===== config.mk =====
export PLATFORM = sky130hd
export DESIGN_NAME = base_gasket_arb_flat
export DESIGN_NICKNAME = d
export VERILOG_FILES = /design/src/rtl/base_arb_pkg.sv /design/src/rtl/base_gasket_arb_if.sv /design/src/rtl/base_rr_pick.sv /design/src/rtl/base_gasket_arb.sv /design/src/flat_wrapper.sv
export SDC_FILE = /design/constraint.sdc
export NUM_CORES = 1
export LEC_CHECK = 0
export ABC_AREA = 1
export CORE_MARGIN = 2
export CORE_UTILIZATION = 39
export CTS_BUF_LIST = sky130_fd_sc_hd__clkbuf_8
export CTS_CLUSTER_DIAMETER = 200
export DETAILED_ROUTE_END_ITERATION = 16
export GPL_TIMING_DRIVEN = 0
export PLACE_DENSITY_LB_ADDON = 0.1
export SLEW_MARGIN = 5
export SYNTH_ARGS = -nofsm -noshare
export SYNTH_HDL_FRONTEND = slang
export SYNTH_SLANG_ARGS = --single-unit

===== constraint.sdc =====
create_clock -name clk -period 2.9 [get_ports clk]
set_clock_uncertainty 0.05 [all_clocks]
set_input_delay 0.725 -clock clk [delete_from_list [all_inputs] [get_ports clk]]
set_output_delay 0.725 -clock clk [all_outputs]
set_load 0.05 [all_outputs]

===== src/rtl/base_arb_pkg.sv =====
// Shared arbiter types: grant state of a packet-locked arbiter.
// Combinational types only; no latency or flow control of its own.
package base_arb_pkg;

  typedef enum logic [0:0] {
    IDLE = 1'b0,
    LOCK = 1'b1
  } arb_state_t;

endpackage


===== src/rtl/base_gasket_arb_if.sv =====
// Requester-side and gasket-side beat buses of the gasket arbiter.
// Wires only: zero latency; ready flows from the gasket back to the requesters.
interface base_gasket_arb_if #(
  parameter int nreq      = 4,
  parameter int width     = 1,
  parameter int ewidth    = 1,
  parameter int ni        = 2,
  parameter int ni_width  = $clog2(ni + 1),
  parameter int sel_width = $clog2(nreq)
);
  logic [nreq-1:0]            r_v;
  logic [nreq-1:0]            r_r;
  logic [nreq*ni_width-1:0]   r_nv;
  logic [nreq*ni*width-1:0]   r_d;
  logic [nreq-1:0]            r_e;
  logic [nreq*ewidth-1:0]     r_ed;
  logic                       g_v;
  logic                       g_r;
  logic [ni_width-1:0]        g_nv;
  logic [ni*width-1:0]        g_d;
  logic                       g_e;
  logic [ewidth-1:0]          g_ed;
  logic [sel_width-1:0]       g_id;

  // master: requesters plus gasket ready; slave: the arbiter itself
  modport master (
    output r_v, r_nv, r_d, r_e, r_ed, g_r,
    input  r_r, g_v, g_nv, g_d, g_e, g_ed, g_id
  );

  modport slave (
    input  r_v, r_nv, r_d, r_e, r_ed, g_r,
    output r_r, g_v, g_nv, g_d, g_e, g_ed, g_id
  );
endinterface


===== src/rtl/base_rr_pick.sv =====
// Rotate-priority encoder: first set req at or after ptr, wrapping at nreq.
// Purely combinational; idx is 0 when no request is set.
module base_rr_pick #(
  parameter int nreq      = 4,
  parameter int sel_width = $clog2(nreq)
) (
  input  logic [nreq-1:0]      req,
  input  logic [sel_width-1:0] ptr,
  output logic                 any,
  output logic [sel_width-1:0] idx
);

  int                   cand;
  logic [sel_width-1:0] cand_s;

  // Scan from farthest to nearest so the nearest hit to ptr overwrites the rest.
  always_comb begin
    any    = |req;
    idx    = '0;
    cand   = 0;
    cand_s = '0;
    for (int k = nreq - 1; k >= 0; k--) begin
      cand = int'(ptr) + k;
      if (cand >= nreq) begin
        cand = cand - nreq;
      end
      cand_s = sel_width'(cand);
      if (req[cand_s]) begin
        idx = cand_s;
      end
    end
  end

endmodule


===== src/rtl/base_gasket_arb.sv =====
// Packet-locked round-robin arbiter in front of one gasket input; zero latency.
// Grant is held from first beat to accepted end beat; g_r is steered to the owner only.
module base_gasket_arb
  import base_arb_pkg::*;
#(
  parameter int nreq      = 4,
  parameter int width     = 1,
  parameter int ewidth    = 1,
  parameter int ni        = 2,
  parameter int ni_width  = $clog2(ni + 1),
  parameter int sel_width = $clog2(nreq)
) (
  input  logic              clk,
  input  logic              reset,
  base_gasket_arb_if.slave  bus,
  output logic              busy
);

  arb_state_t           state_q, state_d;
  logic [sel_width-1:0] owner_q, owner_d;
  logic [sel_width-1:0] rr_ptr_q, rr_ptr_d;

  logic                 win_any;
  logic [sel_width-1:0] win_idx;
  logic [sel_width-1:0] sel;
  logic                 accept;
  logic                 end_acc;

  // Non-power-of-2 nreq must wrap explicitly rather than by overflow.
  function automatic logic [sel_width-1:0] ptr_inc(input logic [sel_width-1:0] p);
    return (p == sel_width'(nreq - 1)) ? '0 : p + sel_width'(1);
  endfunction

  base_rr_pick #(
    .nreq      (nreq),
    .sel_width (sel_width)
  ) u_pick (
    .req (bus.r_v),
    .ptr (rr_ptr_q),
    .any (win_any),
    .idx (win_idx)
  );

  always_comb begin
    sel = (state_q == LOCK) ? owner_q : win_idx;
  end

  always_comb begin
    bus.g_v = 1'b0;
    if (reset) begin
      bus.g_v = (state_q == LOCK) ? bus.r_v[owner_q] : win_any;
    end
  end

  always_comb begin
    bus.r_r = '0;
    for (int i = 0; i < nreq; i++) begin
      bus.r_r[i] = bus.g_r & reset & (sel == sel_width'(i));
    end
  end

  // Requester 0 occupies the most significant slice of every packed field.
  always_comb begin
    bus.g_nv = bus.r_nv[(nreq-1)*ni_width +: ni_width];
    bus.g_d  = bus.r_d[(nreq-1)*ni*width +: ni*width];
    bus.g_ed = bus.r_ed[(nreq-1)*ewidth +: ewidth];
    bus.g_e  = bus.r_e[0];
    for (int i = 0; i < nreq; i++) begin
      if (sel == sel_width'(i)) begin
        bus.g_nv = bus.r_nv[(nreq-1-i)*ni_width +: ni_width];
        bus.g_d  = bus.r_d[(nreq-1-i)*ni*width +: ni*width];
        bus.g_ed = bus.r_ed[(nreq-1-i)*ewidth +: ewidth];
        bus.g_e  = bus.r_e[i];
      end
    end
    bus.g_id = sel;
  end

  always_comb begin
    state_d  = state_q;
    owner_d  = owner_q;
    rr_ptr_d = rr_ptr_q;
    accept   = bus.g_v & bus.g_r;
    end_acc  = accept & bus.g_e;
    case (state_q)
      IDLE: begin
        if (end_acc) begin
          rr_ptr_d = ptr_inc(win_idx);
        end else if (bus.g_v) begin
          // An unaccepted first beat also locks, keeping the offered beat stable.
          state_d = LOCK;
          owner_d = win_idx;
        end
      end
      LOCK: begin
        if (end_acc) begin
          state_d  = IDLE;
          rr_ptr_d = ptr_inc(owner_q);
        end
      end
    endcase
  end

  always_ff @(posedge clk) begin
    if (!reset) begin
      state_q  <= IDLE;
      owner_q  <= '0;
      rr_ptr_q <= '0;
    end else begin
      state_q  <= state_d;
      owner_q  <= owner_d;
      rr_ptr_q <= rr_ptr_d;
    end
  end

  assign busy = (state_q == LOCK);

endmodule

===== src/flat_wrapper.sv =====
// flat-port wrapper written by rule: the top's interface ports become plain ports
module base_gasket_arb_flat import base_arb_pkg::*;
#(
  parameter int nreq      = 4,
  parameter int width     = 1,
  parameter int ewidth    = 1,
  parameter int ni        = 2,
  parameter int ni_width  = $clog2(ni + 1),
  parameter int sel_width = $clog2(nreq)
)
  (clk, reset, busy, bus_r_v, bus_r_nv, bus_r_d, bus_r_e, bus_r_ed, bus_g_r, bus_r_r, bus_g_v, bus_g_nv, bus_g_d, bus_g_e, bus_g_ed, bus_g_id);
  base_gasket_arb_if #(.nreq(nreq), .width(width), .ewidth(ewidth), .ni(ni), .ni_width(ni_width), .sel_width(sel_width)) bus_i ();
  input  logic clk;
  input  logic reset;
  output logic busy;
  input wire logic [$bits(bus_i.r_v)-1:0] bus_r_v;
  input wire logic [$bits(bus_i.r_nv)-1:0] bus_r_nv;
  input wire logic [$bits(bus_i.r_d)-1:0] bus_r_d;
  input wire logic [$bits(bus_i.r_e)-1:0] bus_r_e;
  input wire logic [$bits(bus_i.r_ed)-1:0] bus_r_ed;
  input wire logic [$bits(bus_i.g_r)-1:0] bus_g_r;
  output wire logic [$bits(bus_i.r_r)-1:0] bus_r_r;
  output wire logic [$bits(bus_i.g_v)-1:0] bus_g_v;
  output wire logic [$bits(bus_i.g_nv)-1:0] bus_g_nv;
  output wire logic [$bits(bus_i.g_d)-1:0] bus_g_d;
  output wire logic [$bits(bus_i.g_e)-1:0] bus_g_e;
  output wire logic [$bits(bus_i.g_ed)-1:0] bus_g_ed;
  output wire logic [$bits(bus_i.g_id)-1:0] bus_g_id;
  assign bus_i.r_v = bus_r_v;
  assign bus_i.r_nv = bus_r_nv;
  assign bus_i.r_d = bus_r_d;
  assign bus_i.r_e = bus_r_e;
  assign bus_i.r_ed = bus_r_ed;
  assign bus_i.g_r = bus_g_r;
  assign bus_r_r = bus_i.r_r;
  assign bus_g_v = bus_i.g_v;
  assign bus_g_nv = bus_i.g_nv;
  assign bus_g_d = bus_i.g_d;
  assign bus_g_e = bus_i.g_e;
  assign bus_g_ed = bus_i.g_ed;
  assign bus_g_id = bus_i.g_id;
  base_gasket_arb #(.nreq(nreq), .width(width), .ewidth(ewidth), .ni(ni), .ni_width(ni_width), .sel_width(sel_width)) u_core (.clk(clk), .reset(reset), .bus(bus_i), .busy(busy));
endmodule

==> run metrics, run 1 <==
Post-CTS Setup Bufs=12; top cells by area, synth=nand2_1, dfxtp_1, nand3_1, o21ai_0, inv_1; FP Rows=16; Die Width=48.85 um; synth warn=0; Yosys top cell by area=nand2_1; Synth Area per Inst=5.265 sq um; Mapped Cells=149; #FFs+latches synth=5; RD Place Congestion=0.8586; Initial Util=0.4082; post_cts resized=151; H-Tree Depth=1; Die Ht=48.85 um; post-synthesis cell type count=22; synthesized cell area=784.5 sq um; clock root buffer=clkbuf_8; sequential area share after synthesis=0.1276; Last stage=clock tree synthesis (4_1_cts); Async S/R FF share, synth=0; outcome=aborted with a tool error; syn nets=180; CTS max path bufs=2; DP HPWL=2.286 mm; clock sink count=5; top-area cell type share of the netlist area=0.2679; CTS Hold Bufs=0; cts bufs inserted=3; EDFF count, synth=0; Most used DFF post-synth=dfxtp_1; num ports=45; Stop Error=[ERROR DPL-0033] detailed placement checks failed during check placement.; port bufs=44
## synth_stat cells, types with 2 or more instances
cell	number
nand2_2	6
dfxtp_1	5
inv_2	3
o21ai_0	12
nand2_4	3
nand3_1	15
nor2_1	10
nand3_2	3
a21oi_1	7
inv_4	2
o21ai_1	2
inv_1	16
nand2_1	56
## through the flow
step | hold slack, ns | util | setup slack, ns | cell area (sq um) | std cells
floorplan | 0.4752 | - | -0.01751 | 963.4 | 149
detailed placement | 0.5526 | 0.7480 | -1.345 | 1438 | 220
global placement | 0.5093 | 0.7480 | -1.272 | 1438 | 220
## cell families after synthesis
group | share of synthesized area
buf+inv | 0.1324
simple gates | 0.5869
compound gates | 0.1531
flops | 0.1276
==> inputs of run 2 (changes only) <==
--- a/config.mk
+++ b/config.mk
@@ -6,13 +6,11 @@
 export NUM_CORES = 1
 export LEC_CHECK = 0
 export ABC_AREA = 1
-export CORE_MARGIN = 2
-export CORE_UTILIZATION = 39
-export CTS_BUF_LIST = sky130_fd_sc_hd__clkbuf_8
-export CTS_CLUSTER_DIAMETER = 200
+export CORE_AREA = 2 2 63 65
 export DETAILED_ROUTE_END_ITERATION = 16
+export DIE_AREA = 0 0 65 67
 export GPL_TIMING_DRIVEN = 0
-export PLACE_DENSITY_LB_ADDON = 0.1
+export PLACE_DENSITY_LB_ADDON = 0.15
 export SLEW_MARGIN = 5
 export SYNTH_ARGS = -nofsm -noshare
 export SYNTH_HDL_FRONTEND = slang
==> run metrics, run 2 <==
most frequent cells in the layout=nand2_1, clkdlybuf4s50_1, buf_4, nand2_4, nand2_2; RD Place Congestion=0.8158 (-5.0%); Pleak=0.9390 nW; Yosys top cell by area=nand2_1; Area Growth Syn to Fin=159.5%; die outline area=0.004355 sq mm; top-area cell type share of the netlist area=0.2679 (unchanged); top sig layer=met4; Worst-path clk slew=0.03 ns; total number of vias=1191; Max Freq=0.3302 GHz; CP arrival=2.25 ns; final std cells w/o fill=268; Mapped Cells=149 (unchanged); synth warn=0 (unchanged); Critical Path Start Type=primary input; FP Rows=22 (+6); fin crit period=3.029 ns; post-synthesis cell type count=22 (unchanged); DRT iter0 DRCs=16; Die Ht=67 um (+37%); largest net degree at the start of global routing=11; DP Worst Slack=-1.313 ns (+0.03144 ns); initial antenna violation count=0; wire length per cell=12.37 um; total power=0.001468 W; sequential area share after synthesis=0.1276 (unchanged); Setup WS post-layout=-0.1287 ns; Fin. Hold Viols=0; failing checks=setup timing; vias in the first global route=1166; worst skew pair latency=0.22 ns; worst slew pin tran=0.4877 ns; first-pass GRT wire length=5.175 mm; hold wc startpoint=u_core.owner_q[0]; Most used DFF post-synth=dfxtp_1; Die Width=65 um (+33%); syn nets=180 (unchanged); synthesized cell area=784.5 sq um (unchanged); DR WL met2=1.788 mm; outcome=finished with violations; origin of the worst setup path=bus_r_v[1]; clock root buffer=clkbuf_8; drt pass-1 iters=4; WHS=0.5309 ns; Critical Path RT=2.12 ns; cts bufs inserted=3 (unchanged); H-Tree Depth=1 (unchanged); final setup TNS=-0.6659 ns; Global Route Usage Sum=0.1475; Routed Antenna Nets=0; commonest cells in the netlist=nand2_1, inv_1, nand3_1, o21ai_0, nor2_1; WL met3=120 um; count leader, synth=nand2_1; Initial Util=0.2176 (-0.1906); most common cell after layout, fill and taps aside=nand2_1; fin crit share=1.044; RSZ-0062 raised after global routing=true; EDFF count, synth=0 (unchanged); clock sink count=5 (unchanged); Vias/cell=4.444; DP HPWL=2.291 mm (+0.21%); Peak supply drop=0.3388 mV; CTS tree=built; count of pins over their slew limit=0; endpoints failing setup=7; Worst Reg-to-Reg Cells=22; CTS max path bufs=2 (unchanged); critical path peak fanout=5; post-layout net count=252; Crit. End Element=output pin; met1 WL=1.390 mm; # DRC=0; #FFs+latches synth=5 (unchanged); num ports=45 (unchanged); # placed instances=241 (+9.5%); port bufs=44 (unchanged); Async S/R FF share, synth=0 (unchanged); core footprint=0.003606 sq mm; Synth Area per Inst=5.265 sq um (unchanged); max_cap viols=0; reg-to-reg startpoint=u_core.rr_ptr_q[0]; top cells by area, synth=nand2_1, dfxtp_1, nand3_1, o21ai_0, inv_1; Power Dens Cells=720.9 mW/mm^2; total gr overflow=0; Layout fillers=324; Crit Path Category=in -> out; antenna fix cells=0; hold path depth=2; WL final=3.316 mm; Hold Crit Class=reg -> reg; layout cells sized above 1=0.5545; slew margin rel.=0.6739
-- run 2: through the flow --
stage                     instance area, sq um  utilization
final                                     2036       0.5645
after global routing                      2036       0.5645
after CTS                                 1876       0.5201
after detailed placement                  1464       0.4060
after global placement                    1464       0.4060
after floorplan                          963.4            -
-- run 2: final cells by class --
type,instances,area [sq um],share of cell area
Multi-Input combinational cell,120,974.7,0.4788
Timing Repair Buffer,67,676.9,0.3325
Inverter,21,113.9,0.05593
Sequential cell,5,105.1,0.05163
Buffer,3,60.06,0.02950
Tap cell,48,60.06,0.02950
Clock buffer,4,45.04,0.02213
-- run 2: worst paths after layout --
check	endpoint	slack [ns]
worst max-delay path	bus_g_nv[0]	-0.13
worst min-delay path	u_core.owner_q[0]	0.53
worst max register to register	u_core.owner_q[1]	0.54
worst min register to register	u_core.owner_q[0]	0.53
-- run 2: kinds of logic (layout without fill, tap and decap cells) --
| group | count (synthesis) | in the layout | share of synthesized area |
|---|---|---|---|
| AOI/OAI and AO/OA | 23 | 23 | 0.1531 |
| DFF | 5 | 5 | 0.1276 |
| and+or+nand+nor | 97 | 97 | 0.5869 |
| buffers and inverters | 24 | 95 | 0.1324 |
-- run 2: what timing repair did --
action	4_1_cts	5_1_grt
setup endpoints to repair	13	13
buffers inserted	15	5
pin swaps	25	16
cloned	2	1
resized for setup	130	42
hold buffers	0	0
-- run 2: report_power, final --
group          total (W)  leakage [nW]  internal, W  switching (W)
logic            0.00124         0.874     0.000538       0.000705
clock network   0.000126        0.0228    0.0000942      0.0000321
registers      0.0000976        0.0423    0.0000809      0.0000167
total            0.00147         0.939     0.000713       0.000754
-- run 2: worst max-delay path: stages --
cell     delay, ns
buf_8         0.09
nand2_4       0.05
nand2_4       0.07
nand2_4       0.06
buf_6         0.11
nand3_2       0.05
nand2_1       0.05
nand2_1       0.09
nand3_2       0.14
nand2_2       0.13
nand2_4       0.09
buf_8         0.15
nand3_4       0.08
o21ai_4       0.06
o21ai_4       0.14
buf_6         0.17
-- run 2: metal layers --
metal	track usage	vias to the layer above
li1	-	619
met1	0.1808	539
met2	0.2809	31
met3	0.008446	2
met4	0.03191	0
met5	0	-
Note: power is estimated with default switching activity, not from simulation.
==> variant 1: new RTL, settings of run 2 <==
Put a register stage on the output `busy`, without a reset. The value now appears one clock later. The other outputs are not delayed to match.
--- a/src/rtl/base_gasket_arb.sv
+++ b/src/rtl/base_gasket_arb.sv
@@ -115,3 +115,5 @@
 
-  assign busy = (state_q == LOCK);
+  always_ff @(posedge clk) begin
+    busy <= (state_q == LOCK);
+  end
 
Behaviour: not the same (Yosys sat finds a counterexample within 4 cycles, from zero or initial values and one cycle with reset low).
==> variant 1 against run 2 <==
The flow still finishes with violations (setup timing). Sequential cell count grew 1. Sequential power grew 12%. Total power shrank 4.5%. Final area shrank 8.2%. Synthesized area grew 2.7%. Via count shrank 3.3%. Routed wire length grew 1.8%. Combinational power shrank 6%. Non-clock buffer count shrank 5. Clock power shrank 5%. Worst setup slack lost 0.0094 ns. Hold slack lost 0.17 ns. Critical endpoint is now bus_g_d[0]. Largest power group unchanged.
==> variant 1: results (changes against run 2) <==
top cells by instance count after synthesis=nand2_1, nand3_1, inv_1; detailed-routing iteration count for the pre-antenna-repair pass=3 (-1); GR Util met3=1.35% (+0.51 points); Worst IR Drop VDD=0.443 mV (+31%); GR Util All Layers=15.1% (+0.37 points); Leakage=0.857 nW (-8.7%); layout cells sized above 1=54.8% (-0.69 points); fraction of met2 tracks used by global routing=31.4% (+3.4 points); power dissipated in combinational cells=1.17 mW (-6%); end point of the worst hold path=u_core.busy; placed wire-length estimate=2.30 mm (+0.42%); setup violators final=6 (-1); largest fanout of any net on the critical path=8 (+3); area fraction in compound gates after synthesis=15.5% (+0.22 points); clock latency at the later pin of the worst-skew pair=0.22 ns (about the same); worst hold path stage count=0 (-2); number of vias in the routed layout=1152 (-3.3%); met2 routed wirelength=2.01 mm (+12%); final setup TNS=-0.806 ns (-0.140 ns); WL met3=92 microns (-23%); distinct cell type count after synthesis=25 (+14%); violated checks=setup timing; routed wire length=3.38 mm (+1.8%); status=finished with violations; depth of the most critical reg-to-reg path=20 (-9.1%); uppermost layer routed=met3; power consumed by the clock network=0.120 mW (-5%); fill count=358 (+10%); violation count after the first detailed-route iteration=19 (+3); routing usage on met1=16.5% (-1.6 points); power dissipated by switching net loads=0.739 mW (-2.0%); placer congestion estimate=0.758 (-7.0%); final setup margin=-0.138 ns (-0.00940 ns); top post-synthesis cells by area=nand2_1, dfxtp_1, nand3_1; r2r setup slk=0.60 ns (+0.06 ns); sequential fraction of the synthesis area=14.9% (+2.1 points)
[variant 1: worst max-delay path, delay by kind of cell]
family / cells / cell delay, ns
buf+inv: 5 / 0.51
simple gates: 10 / 0.84
compound gates: 2 / 0.19
[variant 1: worst max path at each step]
stage	start	to	depth (start not counted)
final	bus_r_v[1]	bus_g_d[0]	17
after global routing	bus_r_v[2]	bus_g_ed	17
after CTS	bus_r_v[1]	bus_g_nv[1]	18
after detailed placement	bus_r_v[1]	bus_g_nv[1]	18
after global placement	bus_r_v[1]	bus_g_d[0]	17
after floorplan	bus_r_v[2]	bus_g_d[0]	15
[variant 1: timing repair]
action | CTS | global route
endpoints found under the setup margin | 13 | 12
pin swaps | 26 | 6
buffers inserted | 10 | 5
endpoints found under the hold margin | 0 | 0
resized for setup | 130 | 22
gates cloned | 2 | 0
[variant 1: cell type report]
cell class	count	share of cell area, %
multi-input combinational	118	48.8
tap	48	3.22
inverter	18	4.69
clock buffer	3	2.21
timing repair buffer	61	32.2
sequential	6	6.50
buffer	4	2.34
[variant 1: cell families after synthesis]
logic type             after synthesis
AND/OR/NAND/NOR                     94
buffers and inverters               22
flip-flops                           6
XOR/XNOR                             1
AO/OA/AOI/OAI                       23
[variant 1: stage by stage]
step / utilization (%) / instances / setup slack [ns] / hold WS [ns] / power, mW
3_3_place_gp: 40.9 / 238 / -1.32 / 0.353 / 1.04
5_1_grt: 51.8 / 258 / -0.244 / 0.381 / 1.47
2_1_floorplan: - / 146 / -0.0144 / 0.326 / 0.810
4_1_cts: 50.3 / 253 / -0.128 / 0.359 / 1.36
3_5_place_dp: 40.9 / 238 / -1.34 / 0.357 / 1.04
6_report: 51.8 / 258 / -0.138 / 0.356 / 1.40
==> variant 2: new RTL, settings of run 2 <==
Without the edit above. `ni` is set to 2 in 3 places; all go to 1.
--- a/src/rtl/base_gasket_arb_if.sv
+++ b/src/rtl/base_gasket_arb_if.sv
@@ -6,3 +6,3 @@
   parameter int ewidth    = 1,
-  parameter int ni        = 2,
+  parameter int ni        = 1,
   parameter int ni_width  = $clog2(ni + 1),
--- a/src/rtl/base_gasket_arb.sv
+++ b/src/rtl/base_gasket_arb.sv
@@ -8,3 +8,3 @@
   parameter int ewidth    = 1,
-  parameter int ni        = 2,
+  parameter int ni        = 1,
   parameter int ni_width  = $clog2(ni + 1),
--- a/src/flat_wrapper.sv
+++ b/src/flat_wrapper.sv
@@ -6,3 +6,3 @@
   parameter int ewidth    = 1,
-  parameter int ni        = 2,
+  parameter int ni        = 1,
   parameter int ni_width  = $clog2(ni + 1),
Interface: changed (resized bus_g_d, bus_g_nv, bus_r_d and bus_r_nv); port bits go from 45 to 35. The function was not compared with the original's and may differ.
==> variant 2 against run 2 <==
The flow still finishes with violations (setup timing). Synthesized cell count shrank 5.4%. Synthesized area decreased by 0.32%. Clock power up 8%. Critical path depth is the same. Global-route usage fell by 2.6 points. Sequential cell count stayed put. Total power shrank 38%. Worst setup slack gained 0.069 ns. Final area shrank 22%. Routed wire length shrank 23%.
==> variant 2: results (changes against run 2) <==
status=finished with violations; violated checks=setup timing; number of buffers outside the clock class in the layout=52 (-26%); routed wire length=2.57 mm (-23%); top post-synthesis cells by area=nand2_1, dfxtp_1, inv_1; routing usage on met1=13.7% (-4.4 points); Critical Path Source=bus_r_v[0]; synthesized net count=165 (-8.3%); sequential standard cell area=103 sq um (-2.4%); setup violators final=4 (-3); fraction of met2 tracks used by global routing=22.2% (-5.9 points); GR Util All Layers=12.1% (-2.6 points); Internal Pwr Total=0.453 mW (-36%); WL met3=56 microns (-53%); arrival time of the worst setup path=2.18 ns (-0.07 ns); distinct cell type count after synthesis=24 (+9.1%); number of non-clock inverters in the layout=28 (+33%); layout cells sized above 1=48.5% (-7.0 points); clock network fraction of design power=15.1% (+6.5 points); average cell area after synthesis=5.55 sq um (+5.3%); fill count=388 (+20%); number of vias per cell=4.30 (-3.2%); fraction of standard cell area in multi-input logic=46.0% (-1.8 points); final setup margin=-0.0594 ns (+0.0693 ns); Syn-to-layout area delta=104%; combinational share of power=74.7% (-10 points); Placed Cells=223 (-7.5%); instance area at placement=1230 sq um (-16%); number of multi-input combinational cells=107 (-11%); relative area of clock buffers and inverters in the final design=2.82% (+0.61 points); Worst IR Drop VDD=0.302 mV (-11%); top cells by instance count after synthesis=nand2_1, inv_1, nor2_1; placer congestion estimate=0.853 (+4.5%); GR Util met3=1.69% (+0.84 points); origin of the worst min-delay path=u_core.owner_q[1]; final worst path period share=102% (-2.4 points); sequential fraction of the synthesis area=12.8% (+0.041 points); number of vias in the routed layout=1050 (-12%); final setup TNS=-0.169 ns (+0.497 ns)
[variant 2: path summary, 6_finish.rpt]
check                            to  slack, ns
setup / recovery           bus_g_nv      -0.06
hold reg to reg   u_core.owner_q[1]       0.53
setup reg to reg  u_core.owner_q[1]       0.72
hold / removal    u_core.owner_q[1]       0.53
[variant 2: what timing repair did]
item | 4_1_cts | 5_1_grt
cloned | 0 | 1
endpoints found under the setup margin | 11 | 11
pin swaps | 25 | 23
resized for setup | 94 | 37
setup buffers | 13 | 3
[variant 2: critical path, cell delays in order]
cell and delay, ns:
buf_8 0.08, inv_4 0.03, nand2_4 0.07, nand2_2 0.07, nor2_2 0.11, nor2_2 0.05, nor2_2 0.11, nand3_2 0.12
nand2_4 0.12, nand3_4 0.11, inv_2 0.08, o21ai_1 0.06, inv_1 0.06, o21ai_2 0.05, a31oi_2 0.17, buf_6 0.18
